**config.mk**
```make
export PLATFORM = sky130hd
export DESIGN_NAME = sub_32b
export DESIGN_NICKNAME = d
export VERILOG_FILES = /design/src/rtl/alu_pkg.sv /design/src/rtl/cla_4b.sv /design/src/rtl/sub_32b.sv
export SDC_FILE = /design/constraint.sdc
export NUM_CORES = 1
export LEC_CHECK = 0
export CAP_MARGIN = 20
export CORE_MARGIN = 2
export CORE_UTILIZATION = 44
export DETAILED_ROUTE_END_ITERATION = 8
export PLACE_DENSITY = 0.9
export SYNTH_ARGS = -nofsm -noshare
export SYNTH_HDL_FRONTEND = slang
export SYNTH_HIERARCHICAL = 1
export SYNTH_SLANG_ARGS = --single-unit
```
**constraint.sdc**
```tcl
create_clock -name clk -period 0.8 [get_ports clk]
set_input_delay 0.2 -clock clk [delete_from_list [all_inputs] [get_ports clk]]
set_output_delay 0.2 -clock clk [all_outputs]
set_load 0.05 [all_outputs]
```
**src/rtl/alu_pkg.sv**
```systemverilog
// Shared constants for the MIPS ALU datapath blocks.
// Operand width and the carry-lookahead block geometry used by the subtractor.
package alu_pkg;

    localparam int unsigned WIDTH_DEFAULT = 32;
    localparam int unsigned CLA_BITS      = 4;

endpackage

```
**src/rtl/cla_4b.sv**
```systemverilog
// 4-bit carry-lookahead adder slice.
// Exposes group propagate/generate so a second-level unit can compute block carries.
module cla_4b (
    input  logic [3:0] i_a,
    input  logic [3:0] i_b,
    input  logic       i_cin,
    output logic [3:0] o_sum,
    output logic       o_p,
    output logic       o_g
);

    logic [3:0] w_p;
    logic [3:0] w_g;
    logic [3:0] w_c;

    assign w_p = i_a ^ i_b;
    assign w_g = i_a & i_b;

    assign w_c[0] = i_cin;
    assign w_c[1] = w_g[0] | (w_p[0] & i_cin);
    assign w_c[2] = w_g[1] | (w_p[1] & w_g[0]) | (w_p[1] & w_p[0] & i_cin);
    assign w_c[3] = w_g[2] | (w_p[2] & w_g[1]) | (w_p[2] & w_p[1] & w_g[0])
                  | (w_p[2] & w_p[1] & w_p[0] & i_cin);

    assign o_sum = w_p ^ w_c;

    assign o_p = &w_p;
    assign o_g = w_g[3] | (w_p[3] & w_g[2]) | (w_p[3] & w_p[2] & w_g[1])
               | (w_p[3] & w_p[2] & w_p[1] & w_g[0]);

endmodule

```
**src/rtl/sub_32b.sv**
```systemverilog
// Registered subtractor with borrow-in: O = A - B - C_in, plus carry (no-borrow) and overflow.
// Built as A + ~B + ~C_in over 4-bit CLA slices joined by a second-level lookahead unit.
module sub_32b
    import alu_pkg::*;
#(
    parameter int unsigned WIDTH = WIDTH_DEFAULT
) (
    input  logic             clk,
    input  logic             rst_n,
    output logic [WIDTH-1:0] O,
    output logic             V,
    output logic             C_out,
    input  logic [WIDTH-1:0] A,
    input  logic [WIDTH-1:0] B,
    input  logic             C_in
);

    localparam int unsigned NUM_BLK = WIDTH / CLA_BITS;

    logic [WIDTH-1:0]   w_b_n;
    logic               w_cin_n;
    logic [WIDTH-1:0]   w_diff;
    logic [NUM_BLK-1:0] w_blk_p;
    logic [NUM_BLK-1:0] w_blk_g;
    logic [NUM_BLK:0]   w_blk_c;
    logic               w_term;
    logic               w_prop;
    logic               w_v_next;

    logic [WIDTH-1:0]   r_o;
    logic               r_v;
    logic               r_c_out;

    assign w_b_n   = ~B;
    assign w_cin_n = ~C_in;

    for (genvar gi = 0; gi < NUM_BLK; gi++) begin : g_cla
        cla_4b u_cla (
            .i_a   (A[CLA_BITS*gi +: CLA_BITS]),
            .i_b   (w_b_n[CLA_BITS*gi +: CLA_BITS]),
            .i_cin (w_blk_c[gi]),
            .o_sum (w_diff[CLA_BITS*gi +: CLA_BITS]),
            .o_p   (w_blk_p[gi]),
            .o_g   (w_blk_g[gi])
        );
    end

    // Each block carry is a flat sum-of-products over lower block P/G, not a ripple chain.
    always_comb begin
        w_blk_c    = '0;
        w_blk_c[0] = w_cin_n;
        w_term     = 1'b0;
        w_prop     = 1'b0;
        for (int i = 0; i < NUM_BLK; i++) begin
            w_term = w_blk_g[i];
            w_prop = w_blk_p[i];
            for (int j = i - 1; j >= 0; j--) begin
                w_term = w_term | (w_prop & w_blk_g[j]);
                w_prop = w_prop & w_blk_p[j];
            end
            w_blk_c[i+1] = w_term | (w_prop & w_cin_n);
        end
    end

    assign w_v_next = (A[WIDTH-1] != B[WIDTH-1]) && (w_diff[WIDTH-1] != A[WIDTH-1]);

    always_ff @(posedge clk or negedge rst_n) begin
        if (!rst_n) begin
            r_o     <= '0;
            r_v     <= 1'b0;
            r_c_out <= 1'b0;
        end else begin
            r_o     <= w_diff;
            r_v     <= w_v_next;
            r_c_out <= w_blk_c[NUM_BLK];
        end
    end

    assign O     = r_o;
    assign V     = r_v;
    assign C_out = r_c_out;

endmodule

```
==> summary.txt, run 1 <==
Status
  • Status: stopped before the end
  • Last stage the flow got to: clock tree synthesis (4_1_cts)
  • First Error: [ERROR DPL-0038] Utilization greater than 100%, impossible to legalize

Place
  • GPL Wtd Cong: 0.845
  • Post-place instance area: 4670 um^2
  • Number of port buffers: 100
  • Total half-perimeter wirelength after legalization and detailed placement: 6260 um

Clock network
  • Clock H-tree levels: 2
  • Root cell of the clock tree: clkbuf_8
  • Post-CTS Setup Inserts: 87
  • Post_cts resized: 263
  • Clock buffers created by TritonCTS: 5
  • Maximum buffer depth of the clock tree: 2
  • Total of hold buffers inserted after clock tree synthesis: 1
  • TritonCTS Sinks: 34

Synth
  • Post-Synthesis Cell Area: 2580 um^2
  • Average instance area after synthesis: 9.85 um^2
  • Synth Warn #: 6
  • #FFs+latches synth: 34
  • Number of library cell types mapped by synthesis: 22
  • Synthesized Nets: 377
  • Cells after Synth: 262
  • Sequential share of the synthesized area: 33.0%

Floorplanning
  • Starting density of the core: 46.3%
  • Overall die width: 80.6 um
  • I/O pin cnt: 101
  • Vert. Die Dim: 80.6 um
  • FP Rows: 27
## cells by family after synthesis
family                   after synthesis  synth area share [%]
AND/OR/NAND/NOR                       47                  11.2
buffers and inverters                 65                  9.45
AO/OA/AOI/OAI                         44                  12.7
XOR/XNOR                              24                  8.14
flip-flops                            34                  33.0
adder cells (fa/ha/maj)               48                  25.6
## synth_stat cells
master    number  area share [%]
inv_1         65             9.5
ha_1          40              19
dfrtp_1       34              33
a21o_1        20             5.8
nand3_1       16             3.1
xnor2_1       16             5.4
a21oi_1        9             1.7
a21oi_2        9             3.1
nand2_1        9             1.3
nand4_1        9             2.2
and4_2         8             3.1
fa_1           8             6.2
xor2_1         8             2.7
a21o_2         2            0.68
nand3b_1       2            0.58
a211oi_2       1            0.48
a31o_1         1            0.34
a31o_2         1            0.34
and4_1         1            0.34
nand2b_1       1            0.24
nand2b_2       1            0.34
o21ai_0        1            0.19
## through the flow
stage          hold WS [ns]  util [%]  worst slack, ns  instances  setup TNS (ns)
2_1_floorplan       -0.0956         -            -1.31        262          -29.01
3_3_place_gp          0.173      83.8            -2.03        484          -54.35
3_5_place_dp          0.178      83.8            -2.22        484          -56.48
==> run 2, diff against run 1 <==
--- a/config.mk
+++ b/config.mk
@@ -7,9 +7,9 @@
 export LEC_CHECK = 0
 export CAP_MARGIN = 20
 export CORE_MARGIN = 2
-export CORE_UTILIZATION = 44
+export CORE_UTILIZATION = 40
 export DETAILED_ROUTE_END_ITERATION = 8
-export PLACE_DENSITY = 0.9
+export PLACE_DENSITY_LB_ADDON = 0.15
 export SYNTH_ARGS = -nofsm -noshare
 export SYNTH_HDL_FRONTEND = slang
 export SYNTH_HIERARCHICAL = 1
==> run 2 against run 1 <==
  * The flow now finishes, with violations (setup timing)
  * Synthesized area did not move
  * Synthesized cell count did not move
==> summary.txt, run 2 <==
Floorplanning
  • Overall die width: 84.3 um
  • Area of the die: 7110 um^2
  • Floorplan core area: 6280 um^2
  • I/O pin cnt: 101
  • Vert. Die Dim: 84.3 um
  • Starting density of the core: 41.1%
  • FP Rows: 29

Synth
  • EDFF count, synth: 0
  • Post-Synthesis Cell Area: 2580 um^2
  • Sequential share of the synthesized area: 33.0%
  • Most frequent cell after synthesis: inv_1
  • Biggest area consumer among synthesized cells: dfrtp_1
  • Number of library cell types mapped by synthesis: 22
  • Ranking of synthesized cells by instance count: inv_1, ha_1, dfrtp_1
  • Fraction of synthesized cell area taken by the top area cell type: 33.0%
  • Cells after Synth: 262
  • #FFs+latches synth: 34
  • Synthesized Nets: 377
  • Fraction of registers with async set or reset after synthesis: 100%
  • Primary flip-flop cell chosen by synthesis mapping: dfrtp_1
  • Average instance area after synthesis: 9.85 um^2
  • Synth Warn #: 6
  • Leading post-synthesis cells by cell area: dfrtp_1, ha_1, inv_1

Detailed routing
  • Detail-routed net length per standard cell: 15.5 um
  • DRT Pass-1 Iters: 4
  • Via count: 2590
  • Total detailed-routing wirelength: 8340 um
  • Routed via count divided by cell count: 4.82
  • Number of DRC markers after the initial detailed-route iteration: 65
  • DRC violation count after routing: 0
  • Number of routed nets with antenna violations: 0

Global routing
  • Vias in the first global route: 2856
  • GRT Total Usage: 22.3%
  • Wire length of the first global-routing pass: 12900 um
  • Total gr overflow: 0
  • Largest net degree at the start of global routing: 35
  • Antenna violations before repair: 0

Clock network
  • Clock transition at path regs: 0.08 ns
  • Clock buffers created by TritonCTS: 5
  • Root cell of the clock tree: clkbuf_8
  • Maximum buffer depth of the clock tree: 2
  • Clock H-tree levels: 2
  • Clock tree from TritonCTS: done
  • TritonCTS Sinks: 34

Hold path
  • Class of the worst hold path: in -> reg

Layout
  • Diodes inserted: 0
  • Final #Nets: 575
  • Proportion of layout cells with a drive suffix above 1: 63.5%
  • Number of standard cells in the final layout excluding fillers: 537
  • Area growth, synth to finish: 107%
  • Most frequent standard cell in the layout excluding fill and tap cells: buf_4
  • Number of flip-flops under the largest register name: 32
  • Final instance area: 5350 um^2
  • Commonest cells after routing, fill and taps aside: buf_4, buf_12, dfrtp_1, inv_2, ha_4

Timing
  • Fin crit share: 275%
  • Count of final max-slew check failures: 0
  • Setup tns final: -40.46 ns
  • Final Hold Violating Endpoints: 0
  • Worst Tran Pin Value: 0.306 ns
  • Tightest slew margin relative to the limit: 79.6%
  • Highest clock frequency the design can meet: 455 MHz
  • Final critical delay including setup and external delays: 2.20 ns
  • Final setup violation count: 68
  • Unrepaired setup endpoints after global routing: yes
  • Worst path setup slack after routing: -1.40 ns

Critical path
  • Type of the setup path with the least slack: in -> reg
  • Element type at the critical path end: flip-flop
  • Family with the most delay on the worst path: compound AO/OA/AOI/OAI gates
  • Largest fanout on the critical path: 3
  • Count of buffer and inverter cells on the critical path: 2
  • Worst endpoint required time: 1.01 ns
  • WP data arrival: 2.41 ns
  • Most used cell, CP: nand3_2
  • Crit-path slowest cell: a211oi_2
  • Critical path's largest stage delay: 0.29 ns
  • Critical path startpoint category: input pin
  • Critical-path cell list: dlygate4sd2_1 > inv_2 > ha_4 > nand3_2 > nand2_1 > a21o_1 > and4_1 > a211oi_2 > nand2b_4 > a21o_4 > nand4_1 > nand3_2 > xor2_2 > nand2b_1 > o21ai_1

Place
  • Number of port buffers: 100
  • Post-place instance area: 4660 um^2
  • Number of instances in the placed design: 487
  • Total half-perimeter wirelength after legalization and detailed placement: 5260 um
  • GPL Wtd Cong: 0.751

Flow run
  • # Max-Cap Violations: 0

Power and ir drop
  • Worst ir drop on vdd: 1.40 mV
  • Total power density per cell area: 1730 nW/um^2
  • Standby leakage power: 0.00264 uW

Status
  • Status: finished with violations
  • Violations in the final reports: setup timing
-- run 2: cell counts after synthesis --
Identical to the previous run, type by type.
-- run 2: per-stage QoR --
step | setup WS (ns) | hold slack, ns | util, % | total power [uW]
finish | -1.40 | 0.329 | 85.2 | 9260
global route | -1.50 | 0.323 | 85.2 | 9670
CTS | -1.33 | 0.322 | 83.7 | 9070
detailed placement | -2.07 | 0.179 | 74.3 | 7440
global placement | -2.02 | 0.176 | 74.3 | 7340
floorplan | -1.31 | -0.0956 | - | 4730
-- run 2: report_power, final --
| group | leakage (uW) | total (uW) | switching [uW] | internal (uW) |
|---|---|---|---|---|
| Sequential | 0.000398 | 2400 | 316 | 2090 |
| Combinational | 0.00220 | 5620 | 2690 | 2940 |
| Clock | 0.0000438 | 1230 | 649 | 585 |
-- run 2: worst paths after layout --
kind,cells past startpoint,from,endpoint,slack [ns]
worst max-delay path,15,B[8],V,-1.40
min in group asynchronous,3,rst_n,O[24],0.41
worst min-delay path,5,A[18],O[19],0.33
max in group asynchronous,3,rst_n,O[7],0.21
-- run 2: kinds of logic after synthesis --
logic type / after synthesis / share of synthesized area [%]
buffers and inverters: 65 / 9.45
adders and majority gates: 48 / 25.6
AOI/OAI and AO/OA: 44 / 12.7
xor gates and xnor gates: 24 / 8.14
DFF: 34 / 33.0
and+or+nand+nor: 47 / 11.2
-- run 2: layout make-up --
cell class                 count  area, um^2
clock buffer                   5        68.8
fill                         319         932
timing repair buffer         191        1990
tap                           77        96.3
inverter                      65         303
clock inverter                 2        10.0
sequential                    34         851
multi-input combinational    163        2020
-- run 2: per-layer routing --
layer	GRT usage, %	vias up	part of all wire, %
li1	-	1255	-
met1	25.1	1238	37
met2	43.3	87	56
met3	3.15	10	5.1
met4	6.64	0	1.6
met5	0	-	0
-- run 2: repair_timing --
item                                   CTS  global route
hold buffers                             1             0
pin swaps                               70            52
endpoints found under the hold margin   34             0
resized for setup                      225            54
buffers inserted                        45            10
setup endpoints to repair               68            68
Power figures use the tool's default switching activity.
